--- src/rtl/edf_sched_pkg.sv ---
// edf_sched_pkg: slot states, default widths and the modular slack helper for the EDF scheduler
package edf_sched_pkg;
  localparam int DW_DEF = 6;
  localparam int DL_W_DEF = 6;
  typedef enum logic [1:0] {EMPTY, FETCH, HELD} slot_state_t;
  function automatic logic signed [31:0] slack(input logic [31:0] dl, input logic [31:0] t, input int unsigned w);
    logic [31:0] d;
    d = (dl - t) << (32 - w);
    return $signed(d) >>> (32 - w);
  endfunction
endpackage

--- src/rtl/edf_head_slot.sv ---
// edf_head_slot: prefetches one FIFO head into a slot and releases it when the selector takes it
module edf_head_slot
  import edf_sched_pkg::*;
#(
  parameter int DW = DW_DEF
) (
  input  logic          clk,
  input  logic          rst,
  input  logic          fifo_empty,
  input  logic          take,
  input  logic [DW-1:0] fifo_rd_data,
  output logic          fifo_rd_en,
  output logic          held,
  output logic [DW-1:0] data
);
  slot_state_t st;
  assign held = st == HELD;
  assign fifo_rd_en = !rst && !fifo_empty && (st == EMPTY || (held && take));
  always_ff @(posedge clk)
    if (rst) begin
      st <= EMPTY;
      data <= '0;
    end else begin
      if (st == FETCH) data <= fifo_rd_data;
      st <= st == FETCH ? HELD : (st == EMPTY || take) ? (fifo_empty ? EMPTY : FETCH) : HELD;
    end
endmodule

--- src/rtl/edf_fifo_scheduler.sv ---
// edf_fifo_scheduler: earliest-deadline-first read scheduler over NUM_Q FIFO heads; EDF_DROP_EXPIRED_EN drops expired heads
module edf_fifo_scheduler
  import edf_sched_pkg::*;
#(
  parameter int NUM_Q = 4,
  parameter int DW    = DW_DEF,
  parameter int DL_W  = DL_W_DEF,
  parameter int QID_W = 2
) (
  input  logic                clk,
  input  logic                rst,
  input  logic [NUM_Q-1:0]    fifo_empty,
  output logic [NUM_Q-1:0]    fifo_rd_en,
  input  logic [NUM_Q*DW-1:0] fifo_rd_data,
  output logic                out_valid,
  input  logic                out_ready,
  output logic [DW-1:0]       out_data,
  output logic [QID_W-1:0]    out_qid,
  output logic                out_expired,
`ifdef EDF_DROP_EXPIRED_EN
  output logic [15:0]         drop_cnt,
`endif
  output logic [DL_W-1:0]     now
);
  logic [NUM_Q-1:0] held, take, expired, cand, drop;
  logic [DW-1:0] head [NUM_Q];
  logic signed [31:0] sl [NUM_Q];
  logic signed [31:0] best;
  logic [QID_W-1:0] win;
  logic any, load;
  for (genvar g = 0; g < NUM_Q; g++) begin : g_slot
    edf_head_slot #(.DW(DW)) u_slot (
      .clk,
      .rst,
      .fifo_empty(fifo_empty[g]),
      .take(take[g]),
      .fifo_rd_data(fifo_rd_data[g*DW +: DW]),
      .fifo_rd_en(fifo_rd_en[g]),
      .held(held[g]),
      .data(head[g])
    );
  end
  always_comb
    for (int i = 0; i < NUM_Q; i++) begin
      sl[i] = slack(32'(head[i][DL_W-1:0]), 32'(now), DL_W);
      expired[i] = sl[i][31];
    end
`ifdef EDF_DROP_EXPIRED_EN
  logic [NUM_Q-1:0] xh;
  assign xh = held & expired;
  assign cand = held & ~expired;
  assign drop = xh & ~(xh - NUM_Q'(1));
`else
  assign cand = held;
  assign drop = '0;
`endif
  always_comb begin
    any = 1'b0;
    best = '0;
    win = '0;
    for (int i = 0; i < NUM_Q; i++)
      if (cand[i] && (!any || sl[i] < best)) begin
        any = 1'b1;
        best = sl[i];
        win = QID_W'(i);
      end
  end
  assign load = any && (!out_valid || out_ready);
  assign take = ({NUM_Q{load}} & (NUM_Q'(1) << win)) | drop;
  always_ff @(posedge clk)
    if (rst) begin
      out_valid <= 1'b0;
      out_data <= '0;
      out_qid <= '0;
      out_expired <= 1'b0;
      now <= '0;
    end else begin
      now <= now + DL_W'(1);
      if (load) begin
        out_valid <= 1'b1;
        out_data <= head[win];
        out_qid <= win;
`ifdef EDF_DROP_EXPIRED_EN
        out_expired <= 1'b0;
`else
        out_expired <= expired[win];
`endif
      end else if (out_ready) out_valid <= 1'b0;
    end
`ifdef EDF_DROP_EXPIRED_EN
  always_ff @(posedge clk)
    if (rst) drop_cnt <= '0;
    else if (|drop && drop_cnt != 16'hFFFF) drop_cnt <= drop_cnt + 16'd1;
`endif
endmodule

--- config.mk ---
export PLATFORM = sky130hd
export DESIGN_NAME = edf_fifo_scheduler
export DESIGN_NICKNAME = d
export VERILOG_FILES = /design/src/rtl/edf_sched_pkg.sv /design/src/rtl/edf_head_slot.sv /design/src/rtl/edf_fifo_scheduler.sv
export SDC_FILE = /design/constraint.sdc
export NUM_CORES = 1
export LEC_CHECK = 0
export BUFFER_PORTS_ARGS = -buffer_cell sky130_fd_sc_hd__buf_2
export CORE_ASPECT_RATIO = 2
export CORE_MARGIN = 3
export CORE_UTILIZATION = 55
export CTS_BUF_LIST = sky130_fd_sc_hd__clkbuf_8
export DETAILED_ROUTE_END_ITERATION = 10
export GPL_TIMING_DRIVEN = 1
export PLACE_DENSITY_LB_ADDON = 0.1
export SYNTH_ARGS = -nofsm -noshare
export SYNTH_HDL_FRONTEND = slang
export SYNTH_HIERARCHICAL = 1
export SYNTH_SLANG_ARGS = --single-unit
--- constraint.sdc ---
create_clock -name clk -period 7.5 [get_ports clk]
set_input_delay 0.75 -clock clk [delete_from_list [all_inputs] [get_ports clk]]
set_output_delay 0.75 -clock clk [all_outputs]
set_load 0.02 [all_outputs]
==> flow_metrics.env, run 1 <==
export IMPL_final_nets=559
export IMPL_fin_crit_sh_pct=94.4
export IMPL_slowest_stage="ha_1"
export IMPL_slew_headroom_pct=32.1
export IMPL_finalHoldViolations=0
export IMPL_utilization_pct=68.1
export IMPL_port_buffers=50
export IMPL_power_density_nw_per_um2=203
export IMPL_num_rows=41
export IMPL_ir_drop_mv=0.108
export IMPL_cts_tree="yes"
export IMPL_grt_use_total_pct=28.0
export IMPL_ys_top_cells_by_area="dfxtp_1, ha_1, nand4bb_1, nand2b_1, o21ai_0"
export IMPL_slowest_delay_ns=0.38
export IMPL_fin_area_um2=4400
export IMPL_syn_area_per_cell_um2=8.75
export IMPL_seq_area_um2=962
export IMPL_cts_clk_slew_worst_paths_ns=0.10
export IMPL_placedInstanceArea_um2=4140
export IMPL_syn_inst=427
export IMPL_critPathCaptureType="output pin"
export IMPL_wl_um=10700
export IMPL_worstPathRequired_ns=6.75
export IMPL_rr_endpoint="out_data[1]"
export IMPL_numCtsBuffers=5
export IMPL_ios=51
export IMPL_die_area_um2=7880
export IMPL_place_ws_ns=0.0181
export IMPL_timing_final_ws_setup_ns=0.421
export IMPL_htree_levels=2
export IMPL_synth_seq_cells=48
export IMPL_ant_nets=0
export IMPL_hold_end="g_slot[3].u_slot/data[0]"
export IMPL_async_flop_share_pct=0
export IMPL_crit_fanout=8
export IMPL_fin_crit_ns=7.08
export IMPL_antenna_found_initial=0
export IMPL_r2r_start="now[2]"
export IMPL_yosysWarnings=6
export IMPL_crit_arrival_ns=6.33
export IMPL_drv_cap=0
export IMPL_reg2reg_depth=31
export IMPL_hp_class="register to register"
export IMPL_slew_violations=0
export IMPL_start_util_pct=57.8
export IMPL_synth_top_area_share_pct=25.7
export IMPL_num_vias=3484
export IMPL_cts_root_buf="clkbuf_8"
export IMPL_multiInputGateArea_um2=2770
export IMPL_ys_seq_area_share_pct=25.7
export IMPL_die_h_um=123
export IMPL_drc=0
export IMPL_dp_hpwl_um=8270
export IMPL_hold_path_cell_count=2
export IMPL_grt_first_pass_wirelength_um=17100
export IMPL_tightest_slew_ns=1.02
export IMPL_fill_cells=590
export IMPL_critPathLaunchType="register"
export IMPL_core_area_um2=6460
export IMPL_drive_above_1_share_pct=26.8
export IMPL_clock_path_buffers=2
export IMPL_synth_edf_count=0
export IMPL_drt_iter0_drc=184
export IMPL_insertion_delay_ns=0.32
export IMPL_status="finished, final reports clean"
export IMPL_yosys_area_top_type="dfxtp_1"
export IMPL_place_inst=561
export IMPL_holdCritStartpoint="g_slot[3].u_slot/data[0]"
export IMPL_p_leak_nw=1.80
export IMPL_finalWeightedCongestion=1.05
export IMPL_power_uw=894
export IMPL_final_cells=575
export IMPL_overflow=0
export IMPL_r2r_slack_ns=1.12
export IMPL_cts_hold_fix_buffers=0
export IMPL_first_pass_iters=7
export IMPL_vias_per_cell=6.06
export IMPL_synth_cell_types=58
export IMPL_timing_hold_ws_ns=0.472
export IMPL_syn2layout_area_growth_pct=17.9
export IMPL_synth_area_um2=3740
export IMPL_grt_max_degree=71
export IMPL_fin_skew_ns=0.00802
export IMPL_die_width_um=64.3
export IMPL_synthesis_nets=498
export IMPL_setup_violations_final=0
export IMPL_first_global_vias=3594
export IMPL_synth_main_ff_cell="dfxtp_1"
export IMPL_cts_sinks=48
export IMPL_max_freq_ghz=0.141
export IMPL_tns_ns=0
export IMPL_path_class="register to output pin"
export IMPL_antennaDiodeCount=0
export IMPL_wl_per_cell_um=18.6
==> repair_timing <==
item                                   in CTS  in global routing
gates resized for setup                     6                 27
setup endpoints to repair                   4                  4
endpoints found under the hold margin       0                  0
setup buffers                               2                  4
pin swaps                                   0                  4
==> per-layer routing <==
metal | routed length (um) | global-route usage (%) | up-vias
li1 | - | - | 1675
met1 | 3730 | 27.3 | 1652
met2 | 5820 | 53.4 | 104
met3 | 341 | 3.21 | 53
met4 | 793 | 19.1 | 0
met5 | 0 | 0 | -
==> power by group <==
| group | switching, mW | internal [mW] | leakage (nW) |
|---|---|---|---|
| clock | 0.0960 | 0.0756 | 0.0516 |
| combinational | 0.230 | 0.189 | 1.35 |
| sequential | 0.0250 | 0.278 | 0.393 |
==> Yosys cell counts, types with 7 or more instances <==
cell type	n
dfxtp_1	48
ha_1	36
o21ai_0	28
nand2b_1	27
nand4bb_1	24
nor2_1	24
inv_1	21
nand2_1	21
o21ai_1	20
a21oi_1	19
nor2b_1	18
xnor2_1	12
nor3_1	10
o21a_1	8
nand3_1	7
xor2_1	7
==> state kept, by name, indices dropped and copies added, names as in the netlist <==
signal              flops
out_qid                 2
out_data                6
now                     6
out_valid               1
out_expired             1
g_slot.u_slot/data     24
g_slot.u_slot/st        8
==> cell usage in the layout, fill, tap and decap left out, types with 5 or more instances in the layout <==
| master | n |
|---|---|
| buf_2 | 49 |
| o21ai_1 | 23 |
| clkbuf_8 | 6 |
| o21ai_0 | 24 |
| nand2b_1 | 27 |
| nor2_1 | 23 |
| inv_1 | 20 |
| a21oi_1 | 16 |
| xnor2_1 | 12 |
| nand2_1 | 21 |
| nand3_1 | 6 |
| nor4_2 | 9 |
| xor2_1 | 7 |
| o21a_1 | 8 |
| and3_1 | 5 |
| nor3_1 | 7 |
| buf_4 | 17 |
| nor2b_1 | 14 |
| dfxtp_1 | 47 |
| ha_1 | 34 |
| mux2i_1 | 6 |
| nand4bb_1 | 24 |
==> area by class of cell <==
cell class	instances	area share [%]
Multi-Input combinational cell	344	62.9
Inverter	22	1.88
Clock buffer	6	1.88
Clock inverter	2	0.313
Sequential cell	48	21.8
Timing Repair Buffer	67	8.72
Tap cell	86	2.44
==> logic make-up (layout without fill, tap and decap cells) <==
kind of cell | count (synthesis) | after routing | share of synthesized area (%)
simple gates | 164 | 164 | 28.6
compound gates | 110 | 110 | 19.6
flops | 48 | 48 | 25.7
fa+ha+maj | 40 | 40 | 14.2
buf+inv | 35 | 97 | 3.92
xor+xnor | 19 | 19 | 4.45
mux | 11 | 11 | 3.52
==> worst max-delay path by stage <==
stage	end	slack, ns	depth (start not counted)	from
floorplan	fifo_rd_en[3]	0.08	32	now[1]
global placement	fifo_rd_en[0]	0.21	32	now[1]
detailed placement	fifo_rd_en[0]	0.02	32	now[1]
CTS	fifo_rd_en[1]	0.06	32	now[1]
global route	fifo_rd_en[2]	-0.02	32	now[1]
finish	fifo_rd_en[2]	0.42	31	now[2]
==> worst max-delay path: cells and delay by family (launching register included) <==
kind,cells,cell delay [ns]
AOI/OAI and AO/OA,13,2.29
xor gates and xnor gates,1,0.23
adders and majority gates,4,1.27
buffers and inverters,4,0.64
DFF,1,0.34
and+or+nand+nor,9,1.23
Power figures use the tool's default switching activity.
==> inputs of run 2 (changes only) <==
CORE_MARGIN = 5   (was 3)
GPL_TIMING_DRIVEN = 0   (was 1)
==> run 2 against run 1 <==
  * Utilization is 6.8 points higher
  * First-iteration DRC count is 1.6% lower
  * Clock power hardly changed
  * Flip-flop and latch count stayed put
  * Fmax is 5.6% lower
  * Clock skew is 0.0040 ns higher
  * Non-clock buffer count is 23 higher
  * Cell count is 4.3% higher
  * Sequential share of layout area is 2.3 points lower
  * Register-to-register slack worse by 0.21 ns
  * Total power is 16% higher
  * Largest cell class unchanged
  * Highest routed layer unchanged
==> flow_metrics.env, run 2 (synthesis results as in run 1) <==
export IMPL_finalWeightedCongestion=0.879
export IMPL_cts_clk_slew_worst_paths_ns=0.09
export IMPL_drv_cap=0
export IMPL_status="finished, final reports clean"
export IMPL_cts_tree="yes"
export IMPL_die_h_um=127
export IMPL_crit_path_frequent_cell="ha_4"
export IMPL_fill_cells=508
export IMPL_setup_violations_final=0
export IMPL_reg2reg_depth=31
export IMPL_hold_path_cell_count=2
export IMPL_fin_crit_ns=7.50
export IMPL_max_freq_ghz=0.133
export IMPL_start_util_pct=56.4
export IMPL_place_inst=565
export IMPL_utilization_pct=74.9
export IMPL_first_pass_iters=4
export IMPL_slew_violations=0
export IMPL_combPwrFrac_pct=54.0
export IMPL_hold_end="g_slot[3].u_slot/data[0]"
export IMPL_clkPwrFrac_pct=16.5
export IMPL_dp_hpwl_um=8090
export IMPL_cts_root_buf="clkbuf_8"
export IMPL_final_cells=600
export IMPL_slowest_stage="or4b_4"
export IMPL_intPower_uw=622
export IMPL_p_seq_share_pct=29.5
export IMPL_numCtsBuffers=5
export IMPL_worstPathRequired_ns=6.75
export IMPL_final_nets=582
export IMPL_vias_per_cell=6.12
export IMPL_final_cell_mix="buf_2, dfxtp_1, nand2b_1, nand4bb_1"
export IMPL_syn2layout_area_growth_pct=32.8
export IMPL_r2r_start="now[1]"
export IMPL_drc=0
export IMPL_switching_power_uw=412
export IMPL_p_sw_share_pct=39.8
export IMPL_timing_final_ws_setup_ns=0.00211
export IMPL_core_area_um2=6620
export IMPL_largest_reg_flops=24
export IMPL_insertion_delay_ns=0.32
export IMPL_critPathLaunchType="register"
export IMPL_top_register="g_slot.u_slot/data"
export IMPL_grt_use_total_pct=25.0
export IMPL_clock_path_buffers=2
export IMPL_first_global_vias=3637
export IMPL_ir_drop_mv=0.143
export IMPL_ios=51
export IMPL_crit_arrival_ns=6.75
export IMPL_power_mw=1.03
export IMPL_place_ws_ns=-1.40
export IMPL_tightest_slew_ns=0.770
export IMPL_layout_commonest_cell="buf_2"
export IMPL_r2r_slack_ns=0.91
export IMPL_wl_per_cell_um=19.4
export IMPL_antenna_found_initial=0
export IMPL_rr_endpoint="out_data[5]"
export IMPL_critPathCaptureType="output pin"
export IMPL_htree_levels=2
export IMPL_top_regs="g_slot.u_slot/data: 24 flops, g_slot.u_slot/st: 8 flops"
export IMPL_overflow=0
export IMPL_tns_ns=0
export IMPL_num_rows=42
export IMPL_fin_skew_ns=0.0121
export IMPL_rsz0062_at_grt="true"
export IMPL_slew_headroom_pct=48.6
export IMPL_die_width_um=68.3
export IMPL_hp_class="register to register"
export IMPL_ant_nets=0
export IMPL_holdCritStartpoint="g_slot[3].u_slot/data[0]"
export IMPL_power_density_nw_per_um2=208
export IMPL_crit_fanout=6
export IMPL_drive_above_1_share_pct=36.7
export IMPL_grt_first_pass_wirelength_um=16400
export IMPL_slowest_delay_ns=0.47
export IMPL_fin_crit_sh_pct=100
export IMPL_grt_max_degree=26
export IMPL_cts_sinks=48
export IMPL_port_buffers=50
export IMPL_path_class="register to output pin"
export IMPL_drt_iter0_drc=181
export IMPL_num_vias=3673
export IMPL_p_leak_nw=1.97
export IMPL_antennaDiodeCount=0
export IMPL_finalHoldViolations=0
export IMPL_wl_um=11600
export IMPL_die_area_um2=8640
-- run 2: cell types whose count changed in the layout (fill, tap and decap cells not counted), sizes merged --
| cell | previous run | this run |
|---|---|---|
| clkbuf | 6 | 11 |
| inv | 23 | 22 |
| clkinvlp | 0 | 1 |
| buf | 67 | 85 |
-- run 2: worst max path at each step --
| stage | from | slack [ns] | endpoint | depth (start not counted) |
|---|---|---|---|---|
| 5_1_grt | now[1] | -0.17 | fifo_rd_en[1] | 32 |
| 2_1_floorplan | now[1] | 0.08 | fifo_rd_en[3] | 32 |
| 3_5_place_dp | now[1] | -1.40 | fifo_rd_en[1] | 33 |
| 4_1_cts | now[1] | 0.03 | fifo_rd_en[3] | 32 |
| 3_3_place_gp | now[1] | -1.26 | fifo_rd_en[1] | 33 |
| 6_report | now[1] | 0.002 | fifo_rd_en[1] | 31 |
-- run 2: power groups by stage --
stage               registers [mW]  logic, mW  clock network [mW]
global placement             0.308      0.363                   0
global route                 0.307      0.604               0.184
floorplan                    0.313      0.269                   0
detailed placement           0.309      0.374                   0
finish                       0.305      0.559               0.170
CTS                          0.304      0.395               0.174
-- run 2: stage by stage --
| stage | cell area, um^2 | hold slack, ns |
|---|---|---|
| after floorplan | 3760 | 0.442 |
| after global placement | 4120 | 0.455 |
| after detailed placement | 4120 | 0.458 |
| after CTS | 4340 | 0.473 |
| after global routing | 4960 | 0.502 |
| final | 4960 | 0.469 |
-- run 2: layer usage --
| layer | track usage [%] | vias to the layer above | share of wire (%) |
|---|---|---|---|
| li1 | - | 1719 | - |
| met1 | 22.8 | 1747 | 33 |
| met2 | 46.5 | 140 | 54 |
| met3 | 3.63 | 67 | 4.3 |
| met4 | 18.3 | 0 | 9.0 |
| met5 | 0 | - | 0 |
-- run 2: layout make-up --
| class | count | area [um^2] | area share (%) |
|---|---|---|---|
| well taps | 88 | 110 | 2.22 |
| plain buffers | 12 | 90.1 | 1.82 |
| flip-flops and latches | 48 | 970 | 19.5 |
| inverters | 22 | 93.8 | 1.89 |
| clock buffers | 6 | 82.6 | 1.66 |
| clock inverters | 2 | 13.8 | 0.277 |
| repair buffers | 78 | 497 | 10.0 |
| multi-input cells | 344 | 3100 | 62.6 |
-- run 2: timing repair --
action,in CTS,in global routing
hold buffers,0,0
endpoints found under the setup margin,21,4
setup buffers,4,24
resized for setup,30,87
pin swaps,2,31
-- run 2: worst max-delay path: cells and delay by family (launching register included) --
kind,cells,cell delay [ns]
flops,1,0.38
compound gates,10,2.25
simple gates,9,1.54
buf+inv,7,0.97
xor+xnor,1,0.20
fa+ha+maj,4,1.08
